## src/rtl/ysyx_25030077_bus_pkg.sv

```systemverilog
// Shared read-bus definitions: arbiter states,
// master IDs and AXI response codes.
package ysyx_25030077_bus_pkg;

  typedef enum logic [1:0] {
    ST_IDLE = 2'd0,
    ST_ADDR = 2'd1,
    ST_DATA = 2'd2
  } state_e;

  localparam logic MID_IFU = 1'b0;
  localparam logic MID_LSU = 1'b1;

  typedef enum logic [1:0] {
    RESP_OKAY   = 2'd0,
    RESP_EXOKAY = 2'd1,
    RESP_SLVERR = 2'd2,
    RESP_DECERR = 2'd3
  } resp_e;

endpackage

```

## src/rtl/ysyx_25030077_arb2.sv

```systemverilog
// Two-way combinational grant: round-robin
// or fixed LSU priority on ties.
module ysyx_25030077_arb2
  import ysyx_25030077_bus_pkg::*;
#(
  parameter int RR_EN = 1
) (
  input  logic [1:0] req,
  input  logic       last_gnt,
  output logic       gnt_valid,
  output logic       gnt_id
);

  always_comb begin
    gnt_valid = |req;
    gnt_id    = MID_IFU;
    unique case (1'b1)
      req == 2'b11:
        gnt_id = (RR_EN != 0) ? ~last_gnt : MID_LSU;
      req == 2'b10:
        gnt_id = MID_LSU;
      default:
        gnt_id = MID_IFU;
    endcase
  end

endmodule

```

## src/rtl/ysyx_25030077_rd_arbiter.sv

```systemverilog
// Read-channel arbiter: IFU (m0) and LSU (m1)
// share one AR/R port, one transaction in flight.
module ysyx_25030077_rd_arbiter
  import ysyx_25030077_bus_pkg::*;
#(
  parameter int ADDR_W = 32,
  parameter int DATA_W = 32,
  parameter int RR_EN  = 1
) (
  input  logic              clock,
  input  logic              reset,
  input  logic              m0_ar_valid,
  output logic              m0_ar_ready,
  input  logic [ADDR_W-1:0] m0_ar_addr,
  output logic              m0_r_valid,
  input  logic              m0_r_ready,
  output logic [DATA_W-1:0] m0_r_data,
  output logic [1:0]        m0_r_resp,
  input  logic              m1_ar_valid,
  output logic              m1_ar_ready,
  input  logic [ADDR_W-1:0] m1_ar_addr,
  output logic              m1_r_valid,
  input  logic              m1_r_ready,
  output logic [DATA_W-1:0] m1_r_data,
  output logic [1:0]        m1_r_resp,
  output logic              s_ar_valid,
  input  logic              s_ar_ready,
  output logic [ADDR_W-1:0] s_ar_addr,
  input  logic              s_r_valid,
  output logic              s_r_ready,
  input  logic [DATA_W-1:0] s_r_data,
  input  logic [1:0]        s_r_resp
);

  state_e            state, state_nxt;
  logic              gnt, gnt_nxt;
  logic              last_gnt, last_gnt_nxt;
  logic [ADDR_W-1:0] addr_q, addr_nxt;
  logic              gnt_valid;
  logic              gnt_id;
  logic              sel_r_ready;

  ysyx_25030077_arb2 #(
    .RR_EN (RR_EN)
  ) u_arb2 (
    .req       ({m1_ar_valid, m0_ar_valid}),
    .last_gnt  (last_gnt),
    .gnt_valid (gnt_valid),
    .gnt_id    (gnt_id)
  );

  assign sel_r_ready = gnt ? m1_r_ready : m0_r_ready;

  always_comb begin
    state_nxt    = state;
    gnt_nxt      = gnt;
    last_gnt_nxt = last_gnt;
    addr_nxt     = addr_q;
    m0_ar_ready  = 1'b0;
    m1_ar_ready  = 1'b0;
    s_ar_valid   = 1'b0;
    s_r_ready    = 1'b0;
    m0_r_valid   = 1'b0;
    m1_r_valid   = 1'b0;
    unique case (state)
      ST_IDLE: begin
        // ar_ready is combinational, so mask it while reset is held
        if (gnt_valid && reset) begin
          m0_ar_ready = (gnt_id == MID_IFU);
          m1_ar_ready = (gnt_id == MID_LSU);
          gnt_nxt     = gnt_id;
          addr_nxt    = gnt_id ? m1_ar_addr : m0_ar_addr;
          state_nxt   = ST_ADDR;
        end
      end
      ST_ADDR: begin
        s_ar_valid = 1'b1;
        if (s_ar_ready) begin
          state_nxt = ST_DATA;
        end
      end
      ST_DATA: begin
        s_r_ready  = sel_r_ready;
        m0_r_valid = ~gnt & s_r_valid;
        m1_r_valid = gnt & s_r_valid;
        if (s_r_valid && sel_r_ready) begin
          state_nxt    = ST_IDLE;
          last_gnt_nxt = gnt;
        end
      end
      default: begin
        state_nxt = ST_IDLE;
      end
    endcase
  end

  always_ff @(posedge clock or negedge reset) begin
    if (!reset) begin
      state    <= ST_IDLE;
      gnt      <= MID_IFU;
      last_gnt <= MID_LSU;
      addr_q   <= '0;
    end else begin
      state    <= state_nxt;
      gnt      <= gnt_nxt;
      last_gnt <= last_gnt_nxt;
      addr_q   <= addr_nxt;
    end
  end

  assign s_ar_addr = addr_q;
  assign m0_r_data = s_r_data;
  assign m1_r_data = s_r_data;
  assign m0_r_resp = s_r_resp;
  assign m1_r_resp = s_r_resp;

endmodule

```

## config.mk

```make
export PLATFORM = sky130hd
export DESIGN_NAME = ysyx_25030077_rd_arbiter
export DESIGN_NICKNAME = d
export VERILOG_FILES = /design/src/rtl/ysyx_25030077_bus_pkg.sv /design/src/rtl/ysyx_25030077_arb2.sv /design/src/rtl/ysyx_25030077_rd_arbiter.sv
export SDC_FILE = /design/constraint.sdc
export NUM_CORES = 1
export LEC_CHECK = 0
export ABC_AREA = 0
export BUFFER_PORTS_ARGS = -buffer_cell sky130_fd_sc_hd__buf_2
export CAP_MARGIN = 5
export CORE_MARGIN = 3
export CORE_UTILIZATION = 34
export DETAILED_ROUTE_END_ITERATION = 7
export PLACE_DENSITY = 0.75
export RECOVER_POWER = 50
export SLEW_MARGIN = 20
export SYNTH_ARGS = -nofsm -noshare
export SYNTH_HDL_FRONTEND = slang
export SYNTH_SLANG_ARGS = --single-unit
```

## constraint.sdc

```tcl
create_clock -name clock -period 1.97 [get_ports clock]
set_input_delay 0 -clock clock [delete_from_list [all_inputs] [get_ports clock]]
set_output_delay 0 -clock clock [all_outputs]
set_load 0.05 [all_outputs]
```

Word-level counts from Yosys, hierarchy flattened. Index checks and enable logic that the tools add are counted.

Bits in registers: 36. Input port bits: 106. Output and inout bits: 106. Word-level logic and storage cells: 38.

Equality and inequality tests: 7. Multiplexer cells: 15. Bitwise gates (word level): 5. Reduce and logical (&&, ||, !) cells: 7.

Operators by type and width (number): 2-to-1 mux 32 bit (1); 2-to-1 mux 1 bit (9); == test 2 bit, second input constant (3); 2-to-1 mux 2 bit (3); inequality test 2 bit, second input constant (3); case mux 2 bit (3 select lines) (1); AND reduction 2 bit (2); NOT 1 bit (3); AND reduction 3 bit (1); AND 1 bit (2); == test 2 x 1 -> 1 bit, second input constant (1); logical AND 1 bit (2); logical NOT 2 bit (1); case mux 1 bit (2 select lines) (1); OR reduction 2 bit (1).

Depth between registers and ports, before layout. Gate-level depths: netlist (run 1).

Depth in word-level cells: 5. Gate-level depth with buffers: 5. Mapped depth without buffers: 4.

Cells and area by module. A second synthesis (run 1) with hierarchy kept.

Cells, all modules: 235. Area, all modules: 2253.4 um2.

By module, submodules not included: ysyx_25030077_rd_arbiter (instances 1, cells an instance 233, area each 2239.6 um2, sequential area each 902.1 um2); ysyx_25030077_arb2 (instances 1, cells an instance 2, area each 13.8 um2, sequential area each 0.0 um2).

Worst setup path before layout (run 1). Ideal clock, no wire load.

Path kind: flip-flop to flip-flop. Start point: register state[0]. End point: register gnt. Setup time: 0.200 ns. Arrival: 2.351 ns. Data required time: 1.770 ns. Path slack: -0.580 ns. Cell stages (with the launch flop): 6. Path buffers: 2. Period minus slack after synthesis: 2.550 ns. Path through: dfrtp_1 -> or3b_1 -> buf_6 -> clkbuf_1 -> nor3b_1 -> a21oi_1.

Longest elaborated chain between the ends: 2.

RTL lines: from (decl) (line ysyx_25030077_rd_arbiter.sv:35) `state_e state, state_nxt;`; from (signal assigned) (line ysyx_25030077_rd_arbiter.sv:104) `state <= state_nxt;`; logical NOT 2 bit (line ysyx_25030077_rd_arbiter.sv:65) `unique case (state)`; AND reduction 2 bit (no line); to (signal assigned) (line ysyx_25030077_rd_arbiter.sv:105) `gnt <= gnt_nxt;`; to (decl) (line ysyx_25030077_rd_arbiter.sv:36) `logic gnt, gnt_nxt;`.

No other way between the ends. A chain may end at the register's enable or synchronous reset.

Worst setup path in the final report (run 1).
Start point: input reset. End point: output m1_ar_ready.

Longest elaborated chain between the ends: 3.

RTL lines: from (decl) (line ysyx_25030077_rd_arbiter.sv:11) `input logic reset,`; logical AND 1 bit (line ysyx_25030077_rd_arbiter.sv:68) `if (gnt_valid && reset) begin`; 2-to-1 mux 1 bit (line ysyx_25030077_rd_arbiter.sv:68); 2-to-1 mux 1 bit (line ysyx_25030077_rd_arbiter.sv:65); to (decl) (line ysyx_25030077_rd_arbiter.sv:20) `output logic m1_ar_ready,`.

No other way between the ends.

==> results.md, run 1 <==
- Status: complete, no violations
- Total Routing Usage GR: 17.2%
- Synth Instances: 242
- Netlist Area Pre-Place: 2300 µm²
- Power Dens Cells: 1580 nW/µm²
- CTS H-tree lvls: 2
- RR Startpoint: state[0]
- Core ar.: about 6500 µm²
- Initial antenna violation count: 0
- Area of the multi-input gates: around 770 µm²
- Dpl cells: 350
- Hold Slack: roughly 0.00019 ns
- Post-DR wirelength/cell: roughly 18 µm
- Seq/Total Area, Yosys: 39.2%
- Placer Congestion: 0.789
- DRC Markers: 0
- First-pass GRT wire length: a little over 10 mm
- RSZ-0062 raised after global routing: no
- Crit end category: output pin
- Port Buffer Count: around 110
- Slowest stage delay, CP: 0.54 ns
- Layout cells sized above 1: between 40% and 50%
- Die area: 7790 µm²
- Maximum vdd drop: 0.000821 V
- Cell internal pwr: 2.13 mW
- Final WL: 7.01 mm
- Final hold vios: 0
- Die Span Y: 88.2 µm
- Sequential power share: 29.6%
- Period utilization: 95.0%
- Min Clock Period, post-route: 1.87 ns
- Worst EP arrival: 1.87 ns
- Dpl hpwl: 4.79 mm
- Setup CP Type: in2out
- Met2 WL: approximately 3.6 mm
- Top Metal Used: met4
- P&R area growth vs syn: 23.1%
- Min-delay worst type: in2out
- Clk sinks: 36
- Later-pin clock latency in the skew report: 0.28 ns
- Root Driver: clkbuf_8
- Clk pwr share: 12.4%
- Critical path launch point type: input pin
- Syn_nets: about 350
- Filler cells: 649
- Number of diodes: 0
- Pins Over Slew Limit: 0
- DIE WIDTH: 88.2 µm
- CTS Buffer Depth: 2
- Initial core utilization: 35.6%
- Hold_sp: s_r_data[7]
- Crit-path cells: dlygate4sd3_1 > clkbuf_1 > or3b_1 > a211oi_4 > buf_6 > clkbuf_4
- Fin util: about 44%
- Maxcap violations: 0
- Final Non-Filler Cells: a little under 400
- Post-layout net count: 421
- Number of top-level pins: 212
- NetSw: between 2 and 2.5 mW
- CP max stage cell: dlygate4sd3_1
- Critical-path maximum fanout: 14
- Drt first-iter violations: slightly below 70
- CP Launch Point: reset
- CP Buf/Inv Count: 4
- Worst slew margin: 37.1%
- Synthesized area per cell: around 9.5 µm²
- Setup TNS: 0 ns
- Pleak: 1.42 nW
- First-pass DRT Iterations: 5
- Post-synthesis register bit count: 36
- Area occupied by registers: ~900 µm²
- Clk_skew: 0.00205 ns
- Post-route setup slack: 0.0981 ns
- Antenna viol nets, final: 0
- Vias in the first global route: 2,045
- WP data required: 1.97 ns
- Top delay family on crit path: buffers and inverters
- Rows: 29
- Routed vias/inst: slightly above 5
- Worst-Margin Slew: 0.944 ns
- Vias: 2,037
- CTS tree: built
- Synth cell types: 24
- Final setup fails: 0
- Syn. warnings: 0
- Switching Share: a little over half
- Combinational Power Share: 58.0%
- Largest net degree at the start of global routing: 37
- Met3 wire length: 640 µm
- CTS buffer count: 5
- DP Worst Slack: approximately 0.17 ns
- Fmax: 534 MHz
- GR Overflow Total: 0
- Metal-1 WL: 2.71 mm
==> final cells by class <==
| cell class | instances | share of cell area, % |
|---|---|---|
| timing repair buffer | 152 | 33.8 |
| sequential | 36 | 31.9 |
| multi-input combinational | 116 | 27.0 |
| tap | 77 | 3.40 |
| clock buffer | 7 | 3.05 |
| inverter | 4 | 0.530 |
| clock inverter | 1 | 0.265 |
==> final timing paths <==
kind                            endpoint  slack (ns)  cells past startpoint
max in group asynchronous  s_ar_addr[19]        0.79                      3
min in group asynchronous       state[0]        0.60                      3
max reg2reg                s_ar_addr[25]        0.17                      3
min reg2reg                s_ar_addr[28]        0.51                      1
max                          m1_ar_ready         0.1                      6
min                         m0_r_data[7]      0.0002                      0
==> metrics by stage <==
stage	instance area, µm²	power, mW
4_1_cts	2830	4.49
2_1_floorplan	2310	3.62
6_report	2830	4.48
5_1_grt	2830	4.72
3_5_place_dp	2380	3.86
3_3_place_gp	2380	3.82
==> flip-flops by register name, summed over array words and instances (netlist names) <==
register	count
s_ar_addr	32
state	2
gnt	1
last_gnt	1
==> logic make-up (layout without fill, tap and decap cells) <==
group,count (synthesis),in the layout,share of synthesized area [%]
DFF,36,36,39.2
and+or+nand+nor,76,76,15.5
AOI/OAI and AO/OA,39,39,16.8
muxes,1,1,0.435
buffers and inverters,90,164,28.1
==> cell usage in the layout, fill, tap and decap left out, drive strengths merged <==
cell / synthesis / final
nor2b: 2 / 2
nor3b: 1 / 1
nor2: 1 / 1
dfstp: 1 / 1
or2b: 1 / 1
mux2i: 1 / 1
o21ai: 2 / 2
a31oi: 1 / 1
dlygate4sd3: 0 / 35
a211oi: 1 / 1
and2b: 1 / 1
nand2: 34 / 34
buf: 75 / 114
nand4b: 1 / 1
inv: 4 / 4
or3b: 1 / 1
clkinvlp: 0 / 1
nor3: 32 / 32
and3: 2 / 2
a21oi: 2 / 2
o21bai: 1 / 1
a221o: 32 / 32
clkbuf: 11 / 10
dfrtp: 35 / 35
==> power groups by stage <==
stage                     logic (mW)  clock network [mW]  registers [mW]
after floorplan                 1.25                   0            2.38
after global placement          2.51                   0            1.32
after detailed placement        2.54                   0            1.32
after CTS                       2.60               0.583            1.32
after global routing            2.75               0.610            1.36
final                           2.60               0.556            1.32
==> layer usage <==
layer | global-route usage (%) | vias up
li1 | - | 933
met1 | 18.8 | 962
met2 | 31.7 | 136
met3 | 5.49 | 6
met4 | 4.67 | 0
met5 | 0 | -
==> repair_timing <==
action | CTS | global route
endpoints found under the hold margin | 70 | 0
resized for setup | 0 | 2
endpoints found under the setup margin | 0 | 1
hold buffers | 35 | 0
setup buffers | 0 | 0
==> cells in the mapped netlist <==
cell | instances | share of area (%)
mux2i_1 | 1 | 0.44
o21ai_0 | 1 | 0.22
a21oi_1 | 2 | 0.44
nand4b_1 | 1 | 0.38
o21bai_4 | 1 | 0.82
buf_6 | 7 | 3.4
a211oi_4 | 1 | 0.87
or3b_1 | 1 | 0.38
inv_1 | 4 | 0.65
clkbuf_1 | 11 | 1.8
dfstp_2 | 1 | 1.1
buf_4 | 68 | 22
nor2_1 | 1 | 0.16
nand2_1 | 34 | 5.5
nor3b_1 | 1 | 0.33
a221o_1 | 32 | 14
nor2b_1 | 2 | 0.54
nor3_1 | 32 | 7.0
and3_1 | 2 | 0.54
and2b_1 | 1 | 0.33
o21ai_1 | 1 | 0.22
a31oi_1 | 1 | 0.27
or2b_1 | 1 | 0.33
dfrtp_1 | 35 | 38
Power figures use the tool's default switching activity.
==> inputs of run 2 (changes only) <==
--- a/config.mk
+++ b/config.mk
@@ -11,7 +11,7 @@
 export CORE_MARGIN = 3
 export CORE_UTILIZATION = 34
 export DETAILED_ROUTE_END_ITERATION = 7
-export PLACE_DENSITY = 0.75
+export PLACE_DENSITY = 0.78
 export RECOVER_POWER = 50
 export SLEW_MARGIN = 20
 export SYNTH_ARGS = -nofsm -noshare
==> constraint.sdc (replaced) <==
create_clock -name clock -period 1.54 [get_ports clock]
set_input_delay 0 -clock clock [delete_from_list [all_inputs] [get_ports clock]]
set_output_delay 0 -clock clock [all_outputs]
set_load 0.05 [all_outputs]
==> run 2 against run 1 <==
  * The run now ends with setup timing left
  * Routed wire length grew 1.2%
  * Sequential share of layout area shrank 2.1 points
  * Core utilization grew 3.1 points
  * Clock power grew 49%
  * Combinational power grew 39%
  * Die area is the same
  * Non-clock buffer count grew 10
  * Power grew 37%
  * Critical path type is now reg2out
  * Highest routed layer unchanged
==> results.md, run 2 (synthesis results as in run 1) <==
- Drt first-iter violations: 51 (-26%)
- Later-pin clock latency in the skew report: 0.28 ns (about the same)
- Min-delay worst type: in2out
- Commonest cells after routing, fill and taps aside: 104 x buf_2, 35 x dfrtp_1, 35 x dlygate4sd3_1
- Port Buffer Count: 109 (unchanged)
- Antenna viol nets, final: 0 (unchanged)
- Vias in the first global route: 1,988 (-2.8%)
- Die area: 7790 µm² (unchanged)
- Min Clock Period, post-route: 1.70 ns
- DIE WIDTH: 88.2 µm (unchanged)
- Period utilization: 110%
- Final WL: 7.09 mm (+1.2%)
- First-pass DRT Iterations: 4 (-1)
- Initial core utilization: 35.6% (unchanged)
- Number of top-level pins: 212 (unchanged)
- Filler cells: 636 (-2.0%)
- Area occupied by registers: 902 µm² (unchanged)
- Clk_skew: 0.00662 ns (+0.00457 ns)
- CTS H-tree lvls: 2 (unchanged)
- Routed vias/inst: 5.00 (-3.5%)
- Critical path launch point type: flip-flop
- Dpl hpwl: 5.12 mm (+6.8%)
- Core ar.: 6460 µm² (unchanged)
- Power Dens Cells: 2020 nW/µm² (+28%)
- WP data required: 1.54 ns (-0.43 ns)
- Pleak: 1.51 nW (+6.5%)
- Critical-path maximum fanout: 4 (-10)
- Worst EP arrival: 1.70 ns (-0.17 ns)
- CTS Buffer Depth: 2 (unchanged)
- Post-DR wirelength/cell: 17.6 µm (-1.3%)
- GR Overflow Total: 0 (unchanged)
- Area of the multi-input gates: 773 µm² (+0.98%)
- Crit end category: output pin
- Root Driver: clkbuf_8
- Status: complete, but fails checks
- CTS tree: built
- Commonest non-fill, non-tap cell in the layout: buf_2
- Placer Congestion: 0.663 (-16%)
- Failing checks: setup timing
- Post-route setup slack: -0.156 ns (-0.254 ns)
- Layout cells sized above 1: 43.6% (+3.1 points)
- Total Routing Usage GR: 17.6% (+0.41 points)
- RSZ-0062 raised after global routing: yes
- Worst slew margin: 40.5% (+3.4 points)
- Fmax: 589 MHz
- Hold Slack: 0.0000377 ns (-0.000148 ns)
- Largest net degree at the start of global routing: 37 (unchanged)
- Setup CP Type: reg2out
- Vias: 2,015 (-1.1%)
- P&R area growth vs syn: 31.8%
- Reg clk slew, reported paths: around 0.080 ns
- Maximum vdd drop: 0.000733 V (-11%)
- Clk sinks: 36 (unchanged)
- Pins Over Slew Limit: 0 (unchanged)
- Number of diodes: 0 (unchanged)
- Rows: 29 (unchanged)
- Fin util: 46.9% (+3.1 points)
- Final hold vios: 0 (unchanged)
- Setup TNS: -3.25 ns (-3.25 ns)
- DRC Markers: 0 (unchanged)
- Die Span Y: 88.2 µm (unchanged)
- Maxcap violations: 0 (unchanged)
- First-pass GRT wire length: 10.5 mm (+3.1%)
- CTS buffer count: 5 (unchanged)
- Initial antenna violation count: 0 (unchanged)
- Max FFs per register: 32 (unchanged)
- Worst-Margin Slew: 0.893 ns (-0.0514 ns)
- Post-layout net count: 431 (+2.4%)
- Final setup fails: 34 (+34)
## run 2: final timing paths
path,from,to,slack [ns],depth (start not counted)
worst max-delay path,state[1],m0_ar_ready,-0.16,4
worst min-delay path,s_r_data[2],m1_r_data[2],0.00004,0
worst max register to register,state[1],s_ar_addr[8],-0.12,4
worst min register to register,s_ar_addr[21],s_ar_addr[21],0.52,1
max in group asynchronous,reset,s_ar_addr[8],0.43,3
min in group asynchronous,reset,s_ar_addr[3],0.56,3
## run 2: cell type report
type	count	area share [%]
Sequential cell	36	29.8
Timing Repair Buffer	162	37.4
Clock inverter	3	1.40
Tap cell	77	3.18
Multi-Input combinational cell	116	25.5
Inverter	4	0.495
Clock buffer	5	2.27
## run 2: report_power, final
| part | switching (mW) | total [mW] | internal (mW) | leakage, nW |
|---|---|---|---|---|
| logic | 2.42 | 3.61 | 1.19 | 1.01 |
| registers | 0.289 | 1.69 | 1.40 | 0.444 |
| clock network | 0.347 | 0.826 | 0.479 | 0.0541 |
| total | 3.06 | 6.13 | 3.07 | 1.51 |
## run 2: metrics by stage
| step | instances | total power, mW | instance area [µm²] | setup WS (ns) |
|---|---|---|---|---|
| floorplan | 242 | 4.65 | 2320 | -0.236 |
| global placement | 355 | 5.02 | 2460 | -0.0621 |
| detailed placement | 355 | 5.09 | 2460 | -0.127 |
| CTS | 400 | 6.12 | 2980 | -0.183 |
| global route | 403 | 6.46 | 3030 | -0.237 |
| finish | 403 | 6.13 | 3030 | -0.156 |
## run 2: routing by layer
metal | share of wire, % | GRT usage (%) | routed length, µm | up-vias
met4 | 0.35 | 3.43 | 25 | 0
met2 | 53 | 32.4 | 3760 | 125
met1 | 38 | 20.0 | 2720 | 934
met3 | 8.3 | 5.40 | 591 | 4
met5 | 0 | 0 | 0 | -
li1 | - | - | - | 952
## run 2: what timing repair did
item,in CTS,in global routing
setup endpoints to repair,34,37
pin swaps,14,3
resized for setup,14,9
hold buffers,34,1
setup buffers,3,2
endpoints found under the hold margin,70,35
## run 2: critical path, stage by stage (launching register included)
cell and delay (ns):
dfrtp_1 0.39, or3b_4 0.45, buf_12 0.15, nor3b_4 0.23, buf_6 0.19
